### src/rtl/mem_arbiter_if.sv
// Bus bundle between two requesters, the arbiter and a single-port memory.
// The slave modport is the arbiter's view; master is the requester/memory side.
interface mem_arbiter_if;
    logic        req0;
    logic        req1;
    logic        we0;
    logic        we1;
    logic [31:0] addr0;
    logic [31:0] addr1;
    logic [31:0] wdata0;
    logic [31:0] wdata1;
    logic        done0;
    logic        done1;
    logic        stall0;
    logic        stall1;
    logic [31:0] rdata;
    logic        mem_renable;
    logic        mem_wenable;
    logic [31:0] mem_addr;
    logic [31:0] mem_wdata;
    logic [31:0] mem_rdata;

    modport slave (
        input  req0, req1, we0, we1, addr0, addr1, wdata0, wdata1, mem_rdata,
        output done0, done1, stall0, stall1, rdata,
               mem_renable, mem_wenable, mem_addr, mem_wdata
    );

    modport master (
        output req0, req1, we0, we1, addr0, addr1, wdata0, wdata1, mem_rdata,
        input  done0, done1, stall0, stall1, rdata,
               mem_renable, mem_wenable, mem_addr, mem_wdata
    );
endinterface

### src/rtl/mem_arbiter.sv
// Two-requester memory arbiter with round-robin tie breaking.
// One access at a time: IDLE grants, BUSY holds the memory strobe for
// LATENCY cycles, DONE pulses the completion to the granted requester.
module mem_arbiter #(
    parameter int LATENCY = 4
) (
    input  logic          clk,
    input  logic          rst,
    mem_arbiter_if.slave  bus
);

    typedef enum logic [1:0] {IDLE, BUSY, DONE} state_t;

    localparam logic [3:0] CNT_LOAD = 4'(LATENCY - 1);

    state_t      state;
    state_t      state_nxt;
    logic [3:0]  cnt;
    logic        gnt;
    logic        gnt_we;
    logic [31:0] gnt_addr;
    logic [31:0] gnt_wdata;
    logic        prio;
    logic [31:0] rdata_q;

    logic        grant_fire;
    logic        grant_sel;
    logic        done0;
    logic        done1;
    logic        renable;
    logic        wenable;

    // Arbitration choice: a tie goes to whoever the pointer favours.
    always_comb begin
        grant_sel = 1'b0;
        if (bus.req0 && bus.req1) begin
            grant_sel = prio;
        end else begin
            grant_sel = bus.req1;
        end
    end

    // Next-state logic and state-decoded outputs.
    always_comb begin
        state_nxt  = state;
        grant_fire = 1'b0;
        done0      = 1'b0;
        done1      = 1'b0;
        renable    = 1'b0;
        wenable    = 1'b0;
        case (state)
            IDLE: begin
                if (bus.req0 || bus.req1) begin
                    grant_fire = 1'b1;
                    state_nxt  = BUSY;
                end
            end
            BUSY: begin
                renable = ~gnt_we;
                wenable = gnt_we;
                if (cnt == 4'd0) begin
                    state_nxt = DONE;
                end
            end
            DONE: begin
                done0     = ~gnt;
                done1     = gnt;
                state_nxt = IDLE;
            end
            default: begin
                state_nxt = IDLE;
            end
        endcase
    end

    // State register; reset abandons any access in flight.
    always_ff @(posedge clk) begin
        if (rst) begin
            state <= IDLE;
        end else begin
            state <= state_nxt;
        end
    end

    // Grant capture, latency counter, pointer update and read-data capture.
    always_ff @(posedge clk) begin
        if (rst) begin
            cnt       <= 4'd0;
            gnt       <= 1'b0;
            gnt_we    <= 1'b0;
            gnt_addr  <= 32'd0;
            gnt_wdata <= 32'd0;
            prio      <= 1'b0;
            rdata_q   <= 32'd0;
        end else if (grant_fire) begin
            gnt       <= grant_sel;
            gnt_we    <= grant_sel ? bus.we1    : bus.we0;
            gnt_addr  <= grant_sel ? bus.addr1  : bus.addr0;
            gnt_wdata <= grant_sel ? bus.wdata1 : bus.wdata0;
            cnt       <= CNT_LOAD;
        end else if (state == BUSY) begin
            if (cnt == 4'd0) begin
                // Entering DONE: the other requester wins the next tie.
                prio <= ~gnt;
                if (!gnt_we) begin
                    rdata_q <= bus.mem_rdata;
                end
            end else begin
                cnt <= cnt - 4'd1;
            end
        end
    end

    assign bus.done0       = done0;
    assign bus.done1       = done1;
    assign bus.stall0      = bus.req0 & ~done0;
    assign bus.stall1      = bus.req1 & ~done1;
    assign bus.rdata       = rdata_q;
    assign bus.mem_renable = renable;
    assign bus.mem_wenable = wenable;
    assign bus.mem_addr    = gnt_addr;
    assign bus.mem_wdata   = gnt_wdata;

endmodule

### src/flat_wrapper.sv
// flat-port wrapper written by rule: the top's interface ports become plain ports
module mem_arbiter_flat 
#(
    parameter int LATENCY = 4
)
  (clk, rst, bus_req0, bus_req1, bus_we0, bus_we1, bus_addr0, bus_addr1, bus_wdata0, bus_wdata1, bus_mem_rdata, bus_done0, bus_done1, bus_stall0, bus_stall1, bus_rdata, bus_mem_renable, bus_mem_wenable, bus_mem_addr, bus_mem_wdata);
  mem_arbiter_if bus_i ();
  input  logic clk;
  input  logic rst;
  input wire logic [$bits(bus_i.req0)-1:0] bus_req0;
  input wire logic [$bits(bus_i.req1)-1:0] bus_req1;
  input wire logic [$bits(bus_i.we0)-1:0] bus_we0;
  input wire logic [$bits(bus_i.we1)-1:0] bus_we1;
  input wire logic [$bits(bus_i.addr0)-1:0] bus_addr0;
  input wire logic [$bits(bus_i.addr1)-1:0] bus_addr1;
  input wire logic [$bits(bus_i.wdata0)-1:0] bus_wdata0;
  input wire logic [$bits(bus_i.wdata1)-1:0] bus_wdata1;
  input wire logic [$bits(bus_i.mem_rdata)-1:0] bus_mem_rdata;
  output wire logic [$bits(bus_i.done0)-1:0] bus_done0;
  output wire logic [$bits(bus_i.done1)-1:0] bus_done1;
  output wire logic [$bits(bus_i.stall0)-1:0] bus_stall0;
  output wire logic [$bits(bus_i.stall1)-1:0] bus_stall1;
  output wire logic [$bits(bus_i.rdata)-1:0] bus_rdata;
  output wire logic [$bits(bus_i.mem_renable)-1:0] bus_mem_renable;
  output wire logic [$bits(bus_i.mem_wenable)-1:0] bus_mem_wenable;
  output wire logic [$bits(bus_i.mem_addr)-1:0] bus_mem_addr;
  output wire logic [$bits(bus_i.mem_wdata)-1:0] bus_mem_wdata;
  assign bus_i.req0 = bus_req0;
  assign bus_i.req1 = bus_req1;
  assign bus_i.we0 = bus_we0;
  assign bus_i.we1 = bus_we1;
  assign bus_i.addr0 = bus_addr0;
  assign bus_i.addr1 = bus_addr1;
  assign bus_i.wdata0 = bus_wdata0;
  assign bus_i.wdata1 = bus_wdata1;
  assign bus_i.mem_rdata = bus_mem_rdata;
  assign bus_done0 = bus_i.done0;
  assign bus_done1 = bus_i.done1;
  assign bus_stall0 = bus_i.stall0;
  assign bus_stall1 = bus_i.stall1;
  assign bus_rdata = bus_i.rdata;
  assign bus_mem_renable = bus_i.mem_renable;
  assign bus_mem_wenable = bus_i.mem_wenable;
  assign bus_mem_addr = bus_i.mem_addr;
  assign bus_mem_wdata = bus_i.mem_wdata;
  mem_arbiter #(.LATENCY(LATENCY)) u_core (.clk(clk), .rst(rst), .bus(bus_i));
endmodule
### config.mk
export PLATFORM = sky130hd
export DESIGN_NAME = mem_arbiter_flat
export DESIGN_NICKNAME = d
export VERILOG_FILES = /design/src/rtl/mem_arbiter_if.sv /design/src/rtl/mem_arbiter.sv /design/src/flat_wrapper.sv
export SDC_FILE = /design/constraint.sdc
export NUM_CORES = 1
export LEC_CHECK = 0
export CAP_MARGIN = 25
export CORE_ASPECT_RATIO = 2
export CORE_MARGIN = 10
export CORE_UTILIZATION = 37
export DETAILED_ROUTE_END_ITERATION = 12
export PLACE_DENSITY = 0.79
export SLEW_MARGIN = 30
export SYNTH_ARGS = -nofsm -noshare
export SYNTH_HDL_FRONTEND = slang
export SYNTH_SLANG_ARGS = --single-unit
### constraint.sdc
create_clock -name clk -period 1.75 [get_ports clk]
set_input_delay 0.4375 -clock clk [delete_from_list [all_inputs] [get_ports clk]]
set_output_delay 0.4375 -clock clk [all_outputs]
set_load 0.02 [all_outputs]
==> results of run 1 <==
timing repair:
action | 4_1_cts | 5_1_grt
gates cloned | 1 | 2
gates resized for setup | 124 | 55
hold buffers | 0 | 0
pin swaps | 0 | 16
setup endpoints to repair | 151 | 49
buffers inserted | 0 | 2
Yosys cell counts:
cell	number
o21ai_1	1
a21boi_0	1
buf_1	1
a311oi_1	1
nor3_1	5
or4_1	1
xnor2_1	1
dfxtp_1	105
a2111oi_0	1
buf_4	1
inv_1	3
buf_6	3
ha_1	1
xor2_1	1
o2bb2ai_2	18
and3b_1	1
nor3_2	1
nand2b_1	1
o22ai_1	1
o2bb2ai_1	48
mux2i_1	65
o21ai_0	2
nor3b_1	3
nand3_1	1
nor2_1	4
a21oi_1	33
nor2b_1	2
buf_2	13
nand2_1	68
or3b_1	1
clkbuf_1	14
nand4b_1	1
and2_1	1
metal layers:
metal  routed length, um  vias to the layer above  track usage [%]
li1                    -                     2034                -
met1                5910                     1994             19.7
met2               10000                      156             37.9
met3                1210                       23             5.89
met4                 405                        0             6.64
met5                   0                        -                0
cell type report:
| type | count | area share [%] |
|---|---|---|
| Clock inverter | 7 | 1.11 |
| Sequential cell | 105 | 26.9 |
| Inverter | 3 | 0.143 |
| Timing Repair Buffer | 305 | 38.7 |
| Clock buffer | 9 | 2.87 |
| Tap cell | 142 | 2.26 |
| Multi-Input combinational cell | 264 | 28.0 |
flip-flops by register name, summed over array words and instances, names as in the netlist:
register and cells:
u_core.prio 1, u_core.cnt 4, u_core.gnt 1, u_core.state 2, u_core.bus.rdata 32, u_core.bus.mem_addr 32
u_core.gnt_we 1, u_core.bus.mem_wdata 32
critical path: stages (launching register included):
cell       delay [ps]
dfxtp_2           340
inv_2              60
ha_4              140
or3b_4            410
nor3_4            220
buf_12            140
clkbuf_16         180
nand2_4            50
a21oi_2           140
placed cells by master (no fill, tap or decap), types with 11 or more instances in the layout:
| cell type | instances |
|---|---|
| dlygate4sd2_1 | 85 |
| dfxtp_1 | 100 |
| o2bb2ai_1 | 48 |
| buf_4 | 25 |
| mux2i_1 | 58 |
| a21oi_2 | 15 |
| clkbuf_16 | 11 |
| a21oi_1 | 18 |
| o2bb2ai_2 | 18 |
| nand2_1 | 59 |
| clkdlybuf4s50_1 | 164 |
| dlymetal6s2s_1 | 12 |
cell families (layout without fill, tap and decap cells):
family / count (synthesis) / in the layout / synth area share, %
flops: 105 / 105 / 49.5
xor+xnor: 2 / 2 / 0.412
buf+inv: 35 / 324 / 4.09
simple gates: 90 / 90 / 9.21
mux: 65 / 65 / 15.3
compound gates: 106 / 106 / 21.2
fa+ha+maj: 1 / 1 / 0.294
where the power goes:
group / leakage [nW] / internal, mW / switching (mW)
Clock: 0.148 / 1.14 / 0.953
Sequential: 0.863 / 2.73 / 0.204
Combinational: 2.67 / 1.32 / 1.38
per-stage QoR:
| stage | total power [mW] | setup TNS (ps) | hold slack (ps) |
|---|---|---|---|
| after detailed placement | 5.63 | -26990 | 445 |
| after global routing | 8.08 | -836 | 468 |
| final | 7.72 | -1.37 | 452 |
| after CTS | 7.60 | -36.8 | 453 |
| after global placement | 5.55 | -26270 | 440 |
| after floorplan | 4.17 | 0 | 464 |
how the worst max path moves through the flow:
| stage | slack (ps) | end | cells after the start | startpoint |
|---|---|---|---|---|
| floorplan | 20 | u_core.bus.rdata[10]$_SDFFE_PP0P_ | 5 | u_core.state[0]$_SDFFE_PP0P_ |
| global placement | -500 | u_core.gnt_we$_SDFFE_PP0P_ | 8 | bus_req0 |
| detailed placement | -490 | u_core.gnt_we$_SDFFE_PP0P_ | 8 | bus_req0 |
| CTS | -20 | bus_mem_renable | 2 | u_core.state[0]$_SDFFE_PP0P_ |
| global route | -60 | u_core.bus.rdata[8]$_SDFFE_PP0P_ | 8 | u_core.cnt[1]$_SDFFE_PP0P_ |
| finish | -1 | u_core.bus.rdata[8]$_SDFFE_PP0P_ | 8 | u_core.cnt[1]$_SDFFE_PP0P_ |
==> results.py, run 1 <==
metrics = {
    "clock_network": {
        "htreeDepth": 3,
        "clk_latency_ps": 350,
        "numCtsBuffers": 9,
        "tritoncts": "yes",
        "root_buffer": "clkbuf_16",
        "path_clk_slew_ps": 80,
        "cts_buffer_depth": 2,
        "cts.sinks": 105,
    },
    "sta": {
        "grt_setup_unrepaired": "true",
        "setup_violations": 1,
        "worst_pin_slew_ps": 513,
        "max_freq_mhz": 571,
        "timing.final.crit_share_pct": 100,
        "relSlewSlack_pct": 65.8,
        "min_period_ps": 1750,
        "slew_viol_final": 0,
        "worst_slack_ps": -1.37,
        "skew_ps": 11.8,
        "hold_viol_final": 0,
    },
    "yosys": {
        "synth_area_sq_um": 4250,
        "yosys_warnings": 0,
        "synth.area.top_cells": "dfxtp_1 (49%), mux2i_1 (15%), o2bb2ai_1 (9.9%)",
        "syn_inst": 404,
        "avgSynthCellArea_sq_um": 10.5,
        "syn_nets": 571,
        "synth_top_area_share_pct": 49.5,
        "synth_seq_cells": 105,
        "post-synth-top-area-cell": "dfxtp_1",
        "yosysSeqAreaShare_pct": 49.5,
        "ys_types": 33,
    },
    "finish": {
        "antenna_cells": 0,
        "fin_cells": 835,
        "area_growth_pct": 84.8,
        "final_nets": 855,
        "final_cell_area_sq_um": 7860,
        "utilization_pct": 69.6,
        "drive_above_1_share_pct": 17.9,
        "multi_input_area_sq_um": 2200,
        "seqCellArea_sq_um": 2110,
        "fillCellCount": 888,
    },
    "run_status": {
        "outcome": "finished, violations left",
        "violations": "setup timing",
    },
    "global_routing": {
        "grt_pass1_vias": 4501,
        "grt_start_max_net_pins": 43,
        "grt_use_total_pct": 20.0,
        "grt_overflow_total": 0,
        "grt_pass1_wl_um": 25200,
        "antenna_found_initial": 0,
    },
    "critical_path": {
        "critPathMaxFanout": 8,
        "reg2reg_slack_ps": -1,
        "r2r-end": "u_core.bus.rdata[8]$_SDFFE_PP0P_",
        "worstPathArrival_ps": 2030,
        "reg2reg_from": "u_core.cnt[1]$_SDFFE_PP0P_",
        "cp.required_ps": 2030,
        "rr_worst_depth": 8,
        "worst-setup-path-type": "flip-flop to flip-flop",
        "endpoint_kind": "flip-flop",
        "critPathLaunchType": "flip-flop",
    },
    "min_path": {
        "hold_end": "u_core.bus.rdata[25]$_SDFFE_PP0P_",
        "min-delay-start": "u_core.bus.rdata[25]$_SDFFE_PP0P_",
        "whs_path_depth": 2,
        "hp-class": "flip-flop to flip-flop",
    },
    "place": {
        "dp.cells": 814,
        "dp_slack_ps": -489,
        "dp_hpwl_um": 13500,
        "place_area_sq_um": 7320,
        "io_buffer_count": 267,
        "gp_congestion": 0.813,
    },
    "die": {
        "die_x_um": 95.8,
        "coreArea_sq_um": 11300,
        "initial_core_util_pct": 37.7,
        "io_pins": 268,
        "fp-row-count": 55,
        "die_y_um": 172,
        "die_area_sq_um": 16400,
    },
    "drt": {
        "drc": 0,
        "wirelength_um": 17500,
        "drt_iter0_markers": 153,
        "drt-pass1-iter-count": 4,
        "vias": 4207,
        "antenna_left": 0,
        "viasPerCell": 5.04,
        "avgRoutedWirePerCell_um": 21.0,
    },
    "power": {
        "p_leak_nw": 3.68,
        "irDropWorstVdd_mv": 0.595,
        "power.density_nw_per_um2": 983,
    },
    "run": {
        "drv_cap": 0,
    },
}
(Power assumes the default switching activity.)
==> run 2, diff against run 1 <==
- CELL_PAD_IN_SITES_DETAIL_PLACEMENT: not set -> 0
- CELL_PAD_IN_SITES_GLOBAL_PLACEMENT: not set -> 1
- CORE_UTILIZATION: 37 -> 26
- PLACE_DENSITY: 0.79 -> 0.78
==> run 2 against run 1 <==
Against the previous run: fmax fell by 0.82%; register-to-register slack better by 20 ps; via count is 2.3% lower; the run still ends with setup timing left; total power shrank 2.6%.
==> results.py, run 2 (synthesis results as in run 1) <==
metrics = {
    "place": {
        "dp_hpwl_um": 13500,
        "dp_slack_ps": -435,
        "io_buffer_count": 267,
        "gp_congestion": 0.777,
    },
    "critical_path": {
        "worst-setup-path-type": "input port to flip-flop",
        "endpoint_kind": "flip-flop",
        "critPathLaunchType": "input port",
        "critPathMaxFanout": 18,
        "worstPathArrival_ps": 2000,
        "cp.required_ps": 1980,
    },
    "die": {
        "die_x_um": 110,
        "coreArea_sq_um": 16200,
        "die_area_sq_um": 22200,
        "initial_core_util_pct": 26.3,
        "io_pins": 268,
        "fp-row-count": 66,
        "die_y_um": 201,
    },
    "sta": {
        "grt_setup_unrepaired": "true",
        "relSlewSlack_pct": 68.4,
        "timing.final.crit_share_pct": 101,
        "worst_pin_slew_ps": 474,
        "slew_viol_final": 0,
        "hold_viol_final": 0,
        "max_freq_mhz": 566,
        "min_period_ps": 1770,
        "worst_slack_ps": -15.9,
        "setup_violations": 4,
        "skew_ps": 9.50,
    },
    "finish": {
        "antenna_cells": 0,
        "final_common_cell": "clkdlybuf4s50_1",
        "fillCellCount": 1563,
        "area_growth_pct": 84.4,
        "utilization_pct": 48.4,
        "final_nets": 848,
        "layout_common_cells": "clkdlybuf4s50_1 (167), dfxtp_1 (101), dlygate4sd2_1 (80), nand2_1 (61), mux2i_1 (54)",
        "drive_above_1_share_pct": 16.2,
    },
    "run": {
        "drv_cap": 0,
    },
    "power": {
        "finalPower_mw": 7.52,
        "irDropWorstVdd_mv": 0.453,
        "power.density_nw_per_um2": 960,
        "p_leak_nw": 3.60,
    },
    "global_routing": {
        "grt_pass1_vias": 4498,
        "grt_pass1_wl_um": 25900,
        "grt_overflow_total": 0,
        "antenna_found_initial": 0,
        "grt_start_max_net_pins": 40,
        "grt_use_total_pct": 14.5,
    },
    "run_status": {
        "violations": "setup timing",
        "outcome": "finished, violations left",
    },
    "drt": {
        "drt_iter0_markers": 78,
        "vias": 4109,
        "avgRoutedWirePerCell_um": 20.2,
        "drc": 0,
        "viasPerCell": 4.62,
        "drt-pass1-iter-count": 5,
        "antenna_left": 0,
        "wirelength_um": 18000,
    },
    "clock_network": {
        "numCtsBuffers": 9,
        "ctsHoldBuffers": 0,
        "cts.sinks": 105,
        "root_buffer": "clkbuf_16",
        "tritoncts": "yes",
        "path_clk_slew_ps": 70,
        "htreeDepth": 3,
        "clk_latency_ps": 340,
        "cts_buffer_depth": 2,
    },
    "min_path": {
        "hp-class": "flip-flop to flip-flop",
    },
}
==> run 2: cell types whose count changed in the layout (fill, tap and decap cells not counted), sizes merged, moves of 2 or more <==
cell	previous run	this run
dlygate4sd2	85	80
clkdlybuf4s50	164	167
buf	41	30
clkinv	1	3
inv	6	4
clkdlybuf4s15	0	2
clkbuf	11	16
dlymetal6s2s	12	14
==> run 2: final timing paths <==
kind | start | end | slack [ps] | cells after the start
max reg2reg | u_core.cnt[1]$_SDFFE_PP0P_ | u_core.bus.rdata[13]$_SDFFE_PP0P_ | 20 | 8
max | bus_req0 | u_core.bus.mem_addr[8]$_SDFFE_PP0P_ | -20 | 8
min | u_core.bus.rdata[14]$_SDFFE_PP0P_ | u_core.bus.rdata[14]$_SDFFE_PP0P_ | 450 | 2
min reg2reg | u_core.bus.rdata[14]$_SDFFE_PP0P_ | u_core.bus.rdata[14]$_SDFFE_PP0P_ | 450 | 2
==> run 2: per-stage QoR <==
stage | instances | cell area [sq um] | setup TNS [ps] | hold WS (ps)
2_1_floorplan | 404 | 4250 | 0 | 464
3_3_place_gp | 862 | 7260 | -26960 | 443
3_5_place_dp | 862 | 7260 | -27950 | 446
4_1_cts | 879 | 7480 | -107 | 456
5_1_grt | 890 | 7840 | -1210 | 468
6_report | 890 | 7840 | -35.6 | 452
==> run 2: layout make-up <==
cell class / count / area (sq um) / share of cell area [%]
Tap cell: 204 / 255 / 3.26
Timing Repair Buffer: 298 / 3020 / 38.6
Sequential cell: 105 / 2110 / 26.9
Clock buffer: 11 / 243 / 3.10
Clock inverter: 5 / 38.8 / 0.495
Multi-Input combinational cell: 264 / 2160 / 27.5
Inverter: 3 / 11.3 / 0.144
==> run 2: layer usage <==
| layer | global-route usage [%] | up-vias | share of wire [%] |
|---|---|---|---|
| li1 | - | 2014 | - |
| met5 | 0 | - | 0 |
| met2 | 28.6 | 145 | 58 |
| met3 | 3.98 | 29 | 5.4 |
| met1 | 13.1 | 1921 | 33 |
| met4 | 6.59 | 0 | 3.3 |
==> run 2: what timing repair did <==
item / 4_1_cts / 5_1_grt
buffers inserted: 0 / 5
cloned: 1 / 6
resized for setup: 110 / 52
setup endpoints to repair: 154 / 79
pin swaps: 0 / 12
==> run 2: worst max-delay path, cell delays in order <==
cell and delay [ps]:
clkdlybuf4s50_1 470, inv_1 60, buf_4 140, o21ai_4 170, buf_12 140, buf_12 180
mux2i_1 310, o2bb2ai_2 70
==> run 2: power by group <==
| group | leakage (nW) | switching, mW | internal, mW | total [mW] |
|---|---|---|---|---|
| Clock | 0.136 | 0.896 | 1.01 | 1.91 |
| Combinational | 2.61 | 1.37 | 1.32 | 2.69 |
| Sequential | 0.862 | 0.196 | 2.73 | 2.92 |
